File: config.mk
export PLATFORM = sky130hd
export DESIGN_NAME = mem_bus_arbiter
export DESIGN_NICKNAME = d
export VERILOG_FILES = /design/src/rtl/mem_bus_arbiter_pkg.sv /design/src/rtl/mem_bus_arbiter.sv
export SDC_FILE = /design/constraint.sdc
export NUM_CORES = 1
export LEC_CHECK = 0
export BUFFER_PORTS_ARGS = -buffer_cell sky130_fd_sc_hd__buf_2
export CELL_PAD_IN_SITES_DETAIL_PLACEMENT = 1
export CELL_PAD_IN_SITES_GLOBAL_PLACEMENT = 2
export CORE_AREA = 2 2 97 192
export DETAILED_ROUTE_END_ITERATION = 8
export DIE_AREA = 0 0 99 194
export PLACE_DENSITY = 0.87
export SYNTH_ARGS = -nofsm -noshare
export SYNTH_HDL_FRONTEND = slang
export SYNTH_SLANG_ARGS = --single-unit
File: constraint.sdc
create_clock -name clk -period 6 [get_ports clk]
set_input_delay 0 -clock clk [delete_from_list [all_inputs] [get_ports clk]]
set_output_delay 0 -clock clk [all_outputs]
set_load 0.02 [all_outputs]
File: src/rtl/mem_bus_arbiter_pkg.sv
// Shared memory-bus types: access sizes and the bus arbiter state encoding.
package mem_bus_arbiter_pkg;

    // MSIZE4 encodes as zero so a cleared request field reads as a full word.
    typedef enum logic [1:0] {
        MSIZE4 = 2'd0,
        MSIZE1 = 2'd1,
        MSIZE2 = 2'd2
    } msize_t;

    typedef enum logic [1:0] {
        IDLE   = 2'd0,
        BUSY_I = 2'd1,
        BUSY_D = 2'd2
    } arb_state_t;

    localparam int unsigned StarveCntW = 3;

endpackage

File: src/rtl/mem_bus_arbiter.sv
// Single-beat memory bus arbiter between fetch (I) and memory stage (D) requesters.
// Data side has priority; a starvation counter guarantees fetch progress.
module mem_bus_arbiter
    import mem_bus_arbiter_pkg::*;
#(
    parameter int unsigned STARVE_LIMIT = 4
) (
    input  logic        clk,
    input  logic        resetn,
    input  logic        ireq_valid,
    input  logic [31:0] ireq_addr,
    output logic        iresp_ok,
    output logic [31:0] iresp_data,
    input  logic        dreq_valid,
    input  logic [31:0] dreq_addr,
    input  logic [3:0]  dreq_strobe,
    input  msize_t      dreq_size,
    input  logic [31:0] dreq_wdata,
    output logic        dresp_ok,
    output logic [31:0] dresp_data,
    output logic        creq_valid,
    output logic [31:0] creq_addr,
    output logic [3:0]  creq_strobe,
    output msize_t      creq_size,
    output logic [31:0] creq_wdata,
    input  logic        cresp_ok,
    input  logic [31:0] cresp_data
);

    localparam logic [StarveCntW-1:0] Limit = StarveCntW'(STARVE_LIMIT);

    arb_state_t            state;
    logic [StarveCntW-1:0] starve_cnt;
    logic                  aborted;
    logic                  grant_i;
    logic                  grant_d;
    logic                  owner_valid;

    always_comb begin
        grant_i = 1'b0;
        grant_d = 1'b0;
        if (state == IDLE) begin
            if (ireq_valid && (starve_cnt == Limit)) begin
                grant_i = 1'b1;
            end else if (dreq_valid) begin
                grant_d = 1'b1;
            end else if (ireq_valid) begin
                grant_i = 1'b1;
            end
        end
    end

    assign owner_valid = (state == BUSY_I) ? ireq_valid : dreq_valid;

    always_ff @(posedge clk) begin
        if (!resetn) begin
            state       <= IDLE;
            starve_cnt  <= '0;
            aborted     <= 1'b0;
            creq_valid  <= 1'b0;
            creq_addr   <= '0;
            creq_strobe <= '0;
            creq_size   <= MSIZE4;
            creq_wdata  <= '0;
        end else begin
            unique case (state)
                IDLE: begin
                    aborted <= 1'b0;
                    if (!ireq_valid || grant_i) begin
                        starve_cnt <= '0;
                    end else if (grant_d && (starve_cnt != Limit)) begin
                        starve_cnt <= starve_cnt + 1'b1;
                    end
                    if (grant_i) begin
                        state       <= BUSY_I;
                        creq_valid  <= 1'b1;
                        creq_addr   <= ireq_addr;
                        creq_strobe <= '0;
                        creq_size   <= MSIZE4;
                        creq_wdata  <= '0;
                    end else if (grant_d) begin
                        state       <= BUSY_D;
                        creq_valid  <= 1'b1;
                        creq_addr   <= dreq_addr;
                        creq_strobe <= dreq_strobe;
                        creq_size   <= dreq_size;
                        creq_wdata  <= dreq_wdata;
                    end
                end
                BUSY_I, BUSY_D: begin
                    if (cresp_ok) begin
                        state       <= IDLE;
                        aborted     <= 1'b0;
                        creq_valid  <= 1'b0;
                        creq_addr   <= '0;
                        creq_strobe <= '0;
                        creq_size   <= MSIZE4;
                        creq_wdata  <= '0;
                    end else if (!owner_valid) begin
                        // Owner withdrew: let the bus finish but drop its response.
                        aborted <= 1'b1;
                    end
                end
                default: state <= IDLE;
            endcase
        end
    end

    always_comb begin
        iresp_ok   = resetn && cresp_ok && (state == BUSY_I) && !aborted;
        dresp_ok   = resetn && cresp_ok && (state == BUSY_D) && !aborted;
        iresp_data = iresp_ok ? cresp_data : '0;
        dresp_data = dresp_ok ? cresp_data : '0;
    end

endmodule

==> results.yml, run 1 <==
outcome:
  status: "complete, no violations"
sta:
  max_freq_ghz: 0.316
  slew_headroom_pct: 21.5
  timing.final.crit_share_pct: 52.8
  rsz0062_at_grt: "no"
  worstMarginPinSlew_ns: 1.18
  fin_ws_ns: 2.83
  period_minus_slack_ns: 3.17
  drv_slew: 0
  skew_ns: 0.0113
  fin_hold_ws_ns: 0.0619
  fin_setup_tns_ns: 0
  hold_viol_final: 0
  setup_viol: 0
synthesis:
  synthMuxAreaShare_pct: 0.477
  synth-adder-area-share_pct: 1.49
  synth.largest_area_cell: "dfxtp_1"
  synth_top_area_share_pct: 36.8
  ys_warn_count: 0
  synthSimpleGateAreaFrac_pct: 24.6
  ys.flop_type: "dfxtp_1"
  synth_edf_count: 0
  synth-seq-area-share_pct: 36.8
  ys_ff_latch: 77
  synth.area.top_cells: "dfxtp_1 (37%), o211ai_1 (12%), and2_1 (9.5%)"
  synth_cell_types: 34
  synth_xor_area_share_pct: 0
  synth.avg_cell_area_sq_um: 8.40
  synth.cell_area_sq_mm: 0.00419
  synth_compound_area_share_pct: 29.5
  syn_inst: 499
  synth_nets: 643
  synth_top_family_by_area: "compound AO/OA/AOI/OAI gates"
  ys_async_sr_fraction_pct: 0
placement:
  preCtsSetupSlack_ns: 3.48
  numPortBuffers: 275
  gp_routability_congestion: 0.762
  dp_hpwl_mm: 12.3
clocking:
  htreeDepth: 3
  cts.sinks: 77
  clkTransAtPathRegs_ns: 0.07
  cts-root-buf: "clkbuf_16"
  post_cts_buffers: 0
  clock_path_buffers: 2
  cts_tree: "built"
  numCtsBuffers: 9
  insertion_delay_ns: 0.34
worst_setup_path:
  crit_path_start_kind: "flip-flop"
  critPathMaxFanout: 64
  slowest_delay_ns: 1.06
  critical_path_class: "reg -> reg"
  endpoint_kind: "flip-flop"
  r2r_slack_ns: 2.83
  crit_arrival_ns: 3.44
  slowest_stage: "and3b_2"
  critPathRequiredTime_ns: 6.28
  cp_cell_sequence: "inv_1 > ha_1 > and3b_2 > nand3_1 > o211ai_1 > dlygate4sd3_1"
pwr:
  peakVddDrop_v: 0.000115
  cellPowerDensity_mw_per_mm2: 260
  p_switching_w: 0.000605
  combPwrFrac_pct: 32.6
  p_int_w: 0.00111
  clkPwrFrac_pct: 31.9
  pwr-share-seq_pct: 35.5
  swShare_pct: 35.2
  leakage_nw: 3.09
grt:
  grt_pass1_vias: 5404
  antenna_found_initial: 1
  grtUsageTotal_pct: 18.4
  grt_pass1_wl_mm: 28.7
  gr-total-overflow: 0
  grt_max_degree: 73
detailed_routing:
  drc: 0
  wl_met3_um: 931
  vias: 5126
  wl_mm: 18.2
  wl_met1_mm: 7.17
  highest_layer: "met4"
  ant_nets: 0
  met2RoutedLength_mm: 9.58
  drt_iter0_drc: 154
  avgViaCountPerCell: 5.08
  drt_pass1_iterations: 4
  post_drt_wl_per_cell_um: 18.0
layout:
  nNetsFinal: 935
  mostFrequentLayoutCells: "buf_2 (274), dfxtp_1 (77), o211ai_1 (65), and2_1 (64), dlygate4sd3_1 (64)"
  drive_above_1_share_pct: 38.3
  final_common_cell: "buf_2"
  area_delta_synth_final_pct: 57.3
job:
  drv_cap: 0
floorplanning:
  die_area_sq_mm: 0.0192
  ios: 276
  start_util_pct: 23.7
  die_y_um: 194
  die_x_um: 99
  rows: 69
  fp.coreArea_sq_mm: 0.0177
min_path:
  hold_path.class: "in -> reg"
power groups by stage:
stage	combinational [W]	clock, W	sequential [W]
floorplan	0.000245	0	0.000693
global placement	0.000498	0	0.000619
detailed placement	0.000506	0	0.000621
CTS	0.000563	0.000573	0.000610
global route	0.000607	0.000589	0.000618
finish	0.000559	0.000549	0.000610
per-layer routing:
metal	vias to the layer above	global-route usage, %
met4	0	7.41
met5	-	0
met3	36	3.82
met2	176	32.6
met1	2432	21.0
li1	2482	-
path summary, 6_finish.rpt:
kind	from	end	depth (start not counted)
setup / recovery	state[0]	creq_addr[21]	6
hold / removal	cresp_ok	creq_valid	4
setup reg to reg	state[0]	creq_addr[21]	6
hold reg to reg	creq_wdata[14]	creq_wdata[14]	1
registers in the layout, indices dropped and copies added (netlist names):
| signal | flops |
|---|---|
| aborted | 1 |
| creq_addr | 32 |
| creq_size | 2 |
| creq_strobe | 4 |
| creq_valid | 1 |
| creq_wdata | 32 |
| starve_cnt | 3 |
| state | 2 |
stage by stage:
step	utilization [%]	power (W)	std cells	area, sq um
final	37.3	0.00172	1010	6600
after CTS	37.3	0.00175	1009	6590
after global routing	37.3	0.00181	1010	6600
after detailed placement	32.0	0.00113	929	5660
after floorplan	-	0.000938	499	4190
after global placement	32.0	0.00112	929	5660
synth_stat cells (2+ instances only):
cell type and instances:
and2_1 64, a32o_1 38, and4b_1 2, o21ai_1 2
nand3_1 33, o211ai_1 65, a21oi_1 5, nand2b_1 4
buf_1 9, nand2_1 40, dfxtp_1 77, nor2b_1 2
buf_6 2, inv_1 5, nor2_1 2, mux2i_1 2
nor3_1 38, nand4_1 3, and3b_1 2, or2_1 2
ha_1 5, buf_2 8, o2111ai_1 33, clkbuf_1 46
what timing repair did:
item,in CTS,in global routing
hold endpoints to repair,32,0
gates resized for setup,0,0
hold buffers,64,0
final cells by class:
class	instances	area (sq um)
clock inverter	5	60.1
fill	2195	11100
tap	213	267
timing repair buffer	347	2080
clock buffer	11	233
multi-input combinational	350	2390
antenna	1	2.50
inverter	6	22.5
sequential	77	1540
cell families (layout without fill, tap and decap cells):
logic type      count (synthesis)  after routing
simple gates                  194            194
compound gates                149            149
flops                          77             77
buf+inv                        72            369
fa+ha+maj                       5              5
mux                             2              2
other cells                     0              1
critical path, delay by kind of cell, from the launching register on:
kind	cells	cell delay, ns
compound gates	1	0.26
fa+ha+maj	1	0.52
buf+inv	2	0.66
flops	1	0.33
simple gates	2	1.32
(Power assumes the default switching activity.)
==> run 2: changes to the inputs <==
Settings changed: CORE_AREA 2 2 97 192 to 2 2 101 201, DIE_AREA 0 0 99 194 to 0 0 103 203, PLACE_DENSITY 0.87 to 0.8.
Clock period 6 ns to 3.14 ns, I/O delays scaled along.
==> results.yml, run 2 (synthesized netlist as in run 1, its figures left out) <==
detailed_routing:
  wl_mm: 18.6
  avgViaCountPerCell: 4.85
  drc: 0
  drt_pass1_iterations: 4
  ant_nets: 0
  drt_iter0_drc: 92
  vias: 5154
  post_drt_wl_per_cell_um: 17.6
clocking:
  numCtsBuffers: 9
  htreeDepth: 3
  cts.sinks: 77
  cts-hold-fix-buffers: 64
  insertion_delay_ns: 0.34
  post_cts_buffers: 0
  cts_tree: "built"
  clock_path_buffers: 2
  cts_resized: 0
  clkTransAtPathRegs_ns: 0.07
  cts-root-buf: "clkbuf_16"
layout:
  final_common_cell: "buf_2"
  antenna_cells: 0
  mostFrequentLayoutCells: "buf_2 (274), dfxtp_1 (77), o211ai_1 (65), and2_1 (64), dlygate4sd3_1 (64)"
  drive_above_1_share_pct: 39.0
  area_delta_synth_final_pct: 61.6
  fin_cells: 1062
  reg_top3: "creq_addr: 32 flops, creq_wdata: 32 flops, creq_strobe: 4 flops"
  fin_util_pct: 35.2
  nNetsFinal: 942
grt:
  grt_pass1_vias: 5273
  gr-total-overflow: 0
  antenna_found_initial: 0
  grt_pass1_wl_mm: 28.2
  grtUsageTotal_pct: 17.2
  grt_max_degree: 65
sta:
  timing.final.crit_share_pct: 86.0
  hold_viol_final: 0
  fin_setup_tns_ns: 0
  period_minus_slack_ns: 2.70
  slew_headroom_pct: 39.7
  max_freq_ghz: 0.370
  skew_ns: 0.0113
  fin_ws_ns: 0.439
  drv_slew: 0
  setup_viol: 0
  worstMarginPinSlew_ns: 0.904
  rsz0062_at_grt: "no"
min_path:
  hold_path.class: "in -> reg"
  hold_start: "dreq_wdata[23]"
floorplanning:
  die_x_um: 103
  die_y_um: 203
  fp.coreArea_sq_mm: 0.0193
  rows: 72
  ios: 276
  die_area_sq_mm: 0.0209
  start_util_pct: 21.8
worst_setup_path:
  critPathMaxFanout: 64
  crit_start: "state[0]"
  rr_startpoint: "state[0]"
  r2r_slack_ns: 0.44
  endpoint_kind: "flip-flop"
  crit_arrival_ns: 2.98
  crit_end: "creq_addr[20]"
  critical_path_class: "reg -> reg"
  critPathRequiredTime_ns: 3.41
  reg2regPathDepth: 7
  crit_path_start_kind: "flip-flop"
  r2r-end: "creq_addr[20]"
placement:
  gp_routability_congestion: 0.823
  dp_cells: 982
  dp_hpwl_mm: 13.0
  preCtsSetupSlack_ns: 1.04
  numPortBuffers: 275
outcome:
  status: "complete, no violations"
pwr:
  peakVddDrop_v: 0.000213
  cellPowerDensity_mw_per_mm2: 511
  leakage_nw: 3.16
  p_total_w: 0.00346
job:
  drv_cap: 0
[run 2: worst min-delay path by stage]
stage / endpoint / slack (ns) / cells past startpoint
global route: creq_wdata[28] / 0.07 / 4
detailed placement: creq_addr[29] / 0.29 / 3
finish: creq_wdata[23] / 0.06 / 4
floorplan: creq_addr[0] / 0.17 / 2
global placement: creq_addr[24] / 0.28 / 3
CTS: creq_wdata[23] / 0.05 / 4
[run 2: per-layer routing]
metal	GRT usage [%]	wire (um)	up-vias
met4	5.40	386	0
met2	32.1	10200	160
li1	-	-	2495
met5	0	0	-
met3	3.65	864	23
met1	18.8	7190	2476
[run 2: worst max-delay path, stage by stage, from the launching register on]
cell and delay (ns):
dfxtp_1 0.36, inv_1 0.07, ha_1 0.42, and3b_2 0.28, buf_4 0.52, o2111ai_1 0.24
o211ai_1 0.16, dlygate4sd3_1 0.57
[run 2: where the power goes]
group / total, W / switching (W) / leakage [nW] / internal (W)
Sequential: 0.00116 / 0.0000618 / 0.631 / 0.00110
Clock: 0.00121 / 0.000428 / 0.163 / 0.000778
Combinational: 0.00109 / 0.000671 / 2.36 / 0.000423
Total: 0.00346 / 0.00116 / 3.16 / 0.00230
[run 2: metrics by stage]
step	hold slack, ns	cell area [sq um]
finish	0.0632	6780
detailed placement	0.287	5800
global route	0.0740	6780
floorplan	0.172	4190
global placement	0.280	5800
CTS	0.0490	6780
[run 2: layout make-up]
type / instances / area [sq um]
multi-input combinational: 350 / 2390
timing repair buffer: 354 / 2160
inverter: 6 / 22.5
tap: 259 / 324
clock buffer: 10 / 229
fill: 2399 / 12500
sequential: 77 / 1540
clock inverter: 6 / 111
==> run 3: changes to the inputs <==
Settings changed: ABC_AREA set to 1, CORE_AREA 2 2 101 201 to 2 2 104 207, DIE_AREA 0 0 103 203 to 0 0 106 209, PLACE_DENSITY 0.8 to 0.81.
==> results.yml, run 3 <==
grt:
  top_usage_layer: "met2"
  grtUsageTotal_pct: 14.7
  antenna_found_initial: 0
  grt_pass1_vias: 5168
  grt_pass1_wl_mm: 26.0
  gr-total-overflow: 0
  grtUsageMet2_pct: 26.3
  grt_use_met1_pct: 16.0
  grt_max_degree: 73
  met3_usage_pct: 5.30
synthesis:
  ys.flop_type: "dfxtp_1"
  syn_inst: 610
  synth_top_area_share_pct: 38.1
  synth_top_family_by_area: "simple AND/OR/NAND/NOR gates"
  synth_edf_count: 0
  synth.area.top_cells: "dfxtp_1 (38%), nand2_1 (10%), inv_1 (9.8%)"
  synth_compound_area_share_pct: 10.3
  synth.avg_cell_area_sq_um: 6.63
  synth-seq-area-share_pct: 38.1
  synth_nets: 754
  ys_async_sr_fraction_pct: 0
  ys_warn_count: 0
  yosys-top-cells-count: "nand2_1 (110), inv_1 (106), a21oi_1 (77), dfxtp_1 (77), nand3_1 (70)"
  synth_cell_types: 25
  ys_ff_latch: 77
  synthSimpleGateAreaFrac_pct: 32.7
  synth.largest_area_cell: "dfxtp_1"
  synth-adder-area-share_pct: 1.55
  synth.cell_area_sq_mm: 0.00404
  synthMuxAreaShare_pct: 0
  yosysMostFrequentCell: "nand2_1"
  synth_xor_area_share_pct: 0.217
floorplanning:
  start_util_pct: 19.5
  die_x_um: 106
  rows: 75
  die_area_sq_mm: 0.0222
  fp.coreArea_sq_mm: 0.0207
  die_y_um: 209
  ios: 276
layout:
  fill_cells: 2654
  final_common_cell: "buf_2"
  reg_top3: "creq_addr: 32 flops, creq_wdata: 32 flops, creq_strobe: 4 flops"
  fin_cells: 1173
  drive_above_1_share_pct: 34.4
  nNetsFinal: 1043
  antenna_cells: 0
  area_delta_synth_final_pct: 55.4
  mostFrequentLayoutCells: "buf_2 (275), nand2_1 (110), inv_1 (106), a21oi_1 (77), dfxtp_1 (77)"
detailed_routing:
  vias: 5028
  post_drt_wl_per_cell_um: 14.4
  drt_iter0_drc: 191
  drc: 0
  ant_nets: 0
  drt_pass1_iterations: 4
  avgViaCountPerCell: 4.29
  wl_mm: 16.9
placement:
  dp_cells: 1116
  numPortBuffers: 275
  gp_routability_congestion: 0.769
  dp_hpwl_mm: 12.0
min_path:
  hold_path.class: "in -> reg"
  whs_path_depth: 5
  whs_endpoint: "creq_addr[1]"
  hold_start: "dreq_addr[1]"
sta:
  timing.final.crit_share_pct: 77.3
  rsz0062_at_grt: "no"
  drv_slew: 0
  hold_viol_final: 0
  max_freq_ghz: 0.412
  period_minus_slack_ns: 2.43
  fin_setup_tns_ns: 0
  worstMarginPinSlew_ns: 0.913
  slew_headroom_pct: 39.2
  skew_ns: 0.00833
  setup_viol: 0
outcome:
  status: "complete, no violations"
worst_setup_path:
  critPathMaxFanout: 72
  crit_path_start_kind: "flip-flop"
  endpoint_kind: "flip-flop"
  reg2regPathDepth: 8
  critical_path_class: "reg -> reg"
  r2r_slack_ns: 0.71
  rr_startpoint: "starve_cnt[0]"
  critPathRequiredTime_ns: 3.40
  crit_arrival_ns: 2.69
  r2r-end: "creq_addr[17]"
pwr:
  peakVddDrop_v: 0.000232
  p_switching_w: 0.00125
  p_int_w: 0.00217
  combPwrFrac_pct: 31.6
  cellPowerDensity_mw_per_mm2: 545
  swShare_pct: 36.6
  leakage_nw: 3.47
  pwr-share-seq_pct: 34.1
  clkPwrFrac_pct: 34.4
clocking:
  cts-root-buf: "clkbuf_16"
  insertion_delay_ns: 0.34
  clock_path_buffers: 2
  cts-hold-fix-buffers: 41
  cts_resized: 0
  htreeDepth: 3
  clkTransAtPathRegs_ns: 0.06
  numCtsBuffers: 9
  cts_tree: "built"
  cts.sinks: 77
  post_cts_buffers: 0
job:
  drv_cap: 0
[run 3: per-stage QoR]
step                power (W)  util [%]  setup WS, ns  cell area (sq um)  hold slack (ns)
floorplan             0.00191         -          1.71               4040            0.141
global placement      0.00222      26.7         0.793               5540            0.271
detailed placement    0.00224      26.7         0.681               5540            0.279
CTS                   0.00349      30.3         0.675               6280          0.00106
global route          0.00364      30.3         0.458               6280           0.0323
finish                0.00342      30.3         0.712               6280           0.0165
[run 3: cell families (layout without fill, tap and decap cells)]
group,after synthesis,count (layout)
buf+inv,156,450
xor+xnor,1,1
compound gates,81,81
simple gates,290,290
fa+ha+maj,5,5
flops,77,77
[run 3: how the worst max path moves through the flow]
stage | slack [ns] | from | to
finish | 0.71 | starve_cnt[0] | creq_addr[17]
global route | 0.46 | starve_cnt[1] | creq_addr[17]
CTS | 0.67 | starve_cnt[0] | creq_addr[17]
detailed placement | 0.68 | starve_cnt[0] | creq_addr[17]
global placement | 0.79 | starve_cnt[0] | creq_wdata[16]
floorplan | 1.71 | state[0] | creq_addr[24]
[run 3: layer usage]
layer	up-vias	wire [um]	share of wire, %
li1	2501	-	-
met1	2263	6930	41
met2	252	7880	47
met3	12	1760	10
met4	0	289	1.7
met5	-	0	0
[run 3: worst max-delay path: stages (launching register included)]
cell	delay, ns
dfxtp_1	0.34
inv_1	0.06
ha_1	0.14
nand2_1	0.08
nand2_4	0.34
nand3_4	0.79
nand2_1	0.28
nand3_1	0.13
a21oi_1	0.18
[run 3: power groups by stage]
stage	logic [W]	clock network (W)	registers, W
6_report	0.00108	0.00118	0.00117
2_1_floorplan	0.000584	0	0.00133
3_3_place_gp	0.00104	0	0.00118
4_1_cts	0.00110	0.00122	0.00117
5_1_grt	0.00120	0.00125	0.00118
3_5_place_dp	0.00106	0	0.00119
[run 3: layout make-up]
class	count	area, sq um	share of cell area (%)
clock buffer	9	225	3.58
clock inverter	7	103	1.63
inverter	110	418	6.65
multi-input combinational	377	1810	28.8
sequential	77	1540	24.5
tap	269	337	5.36
timing repair buffer	324	1850	29.4
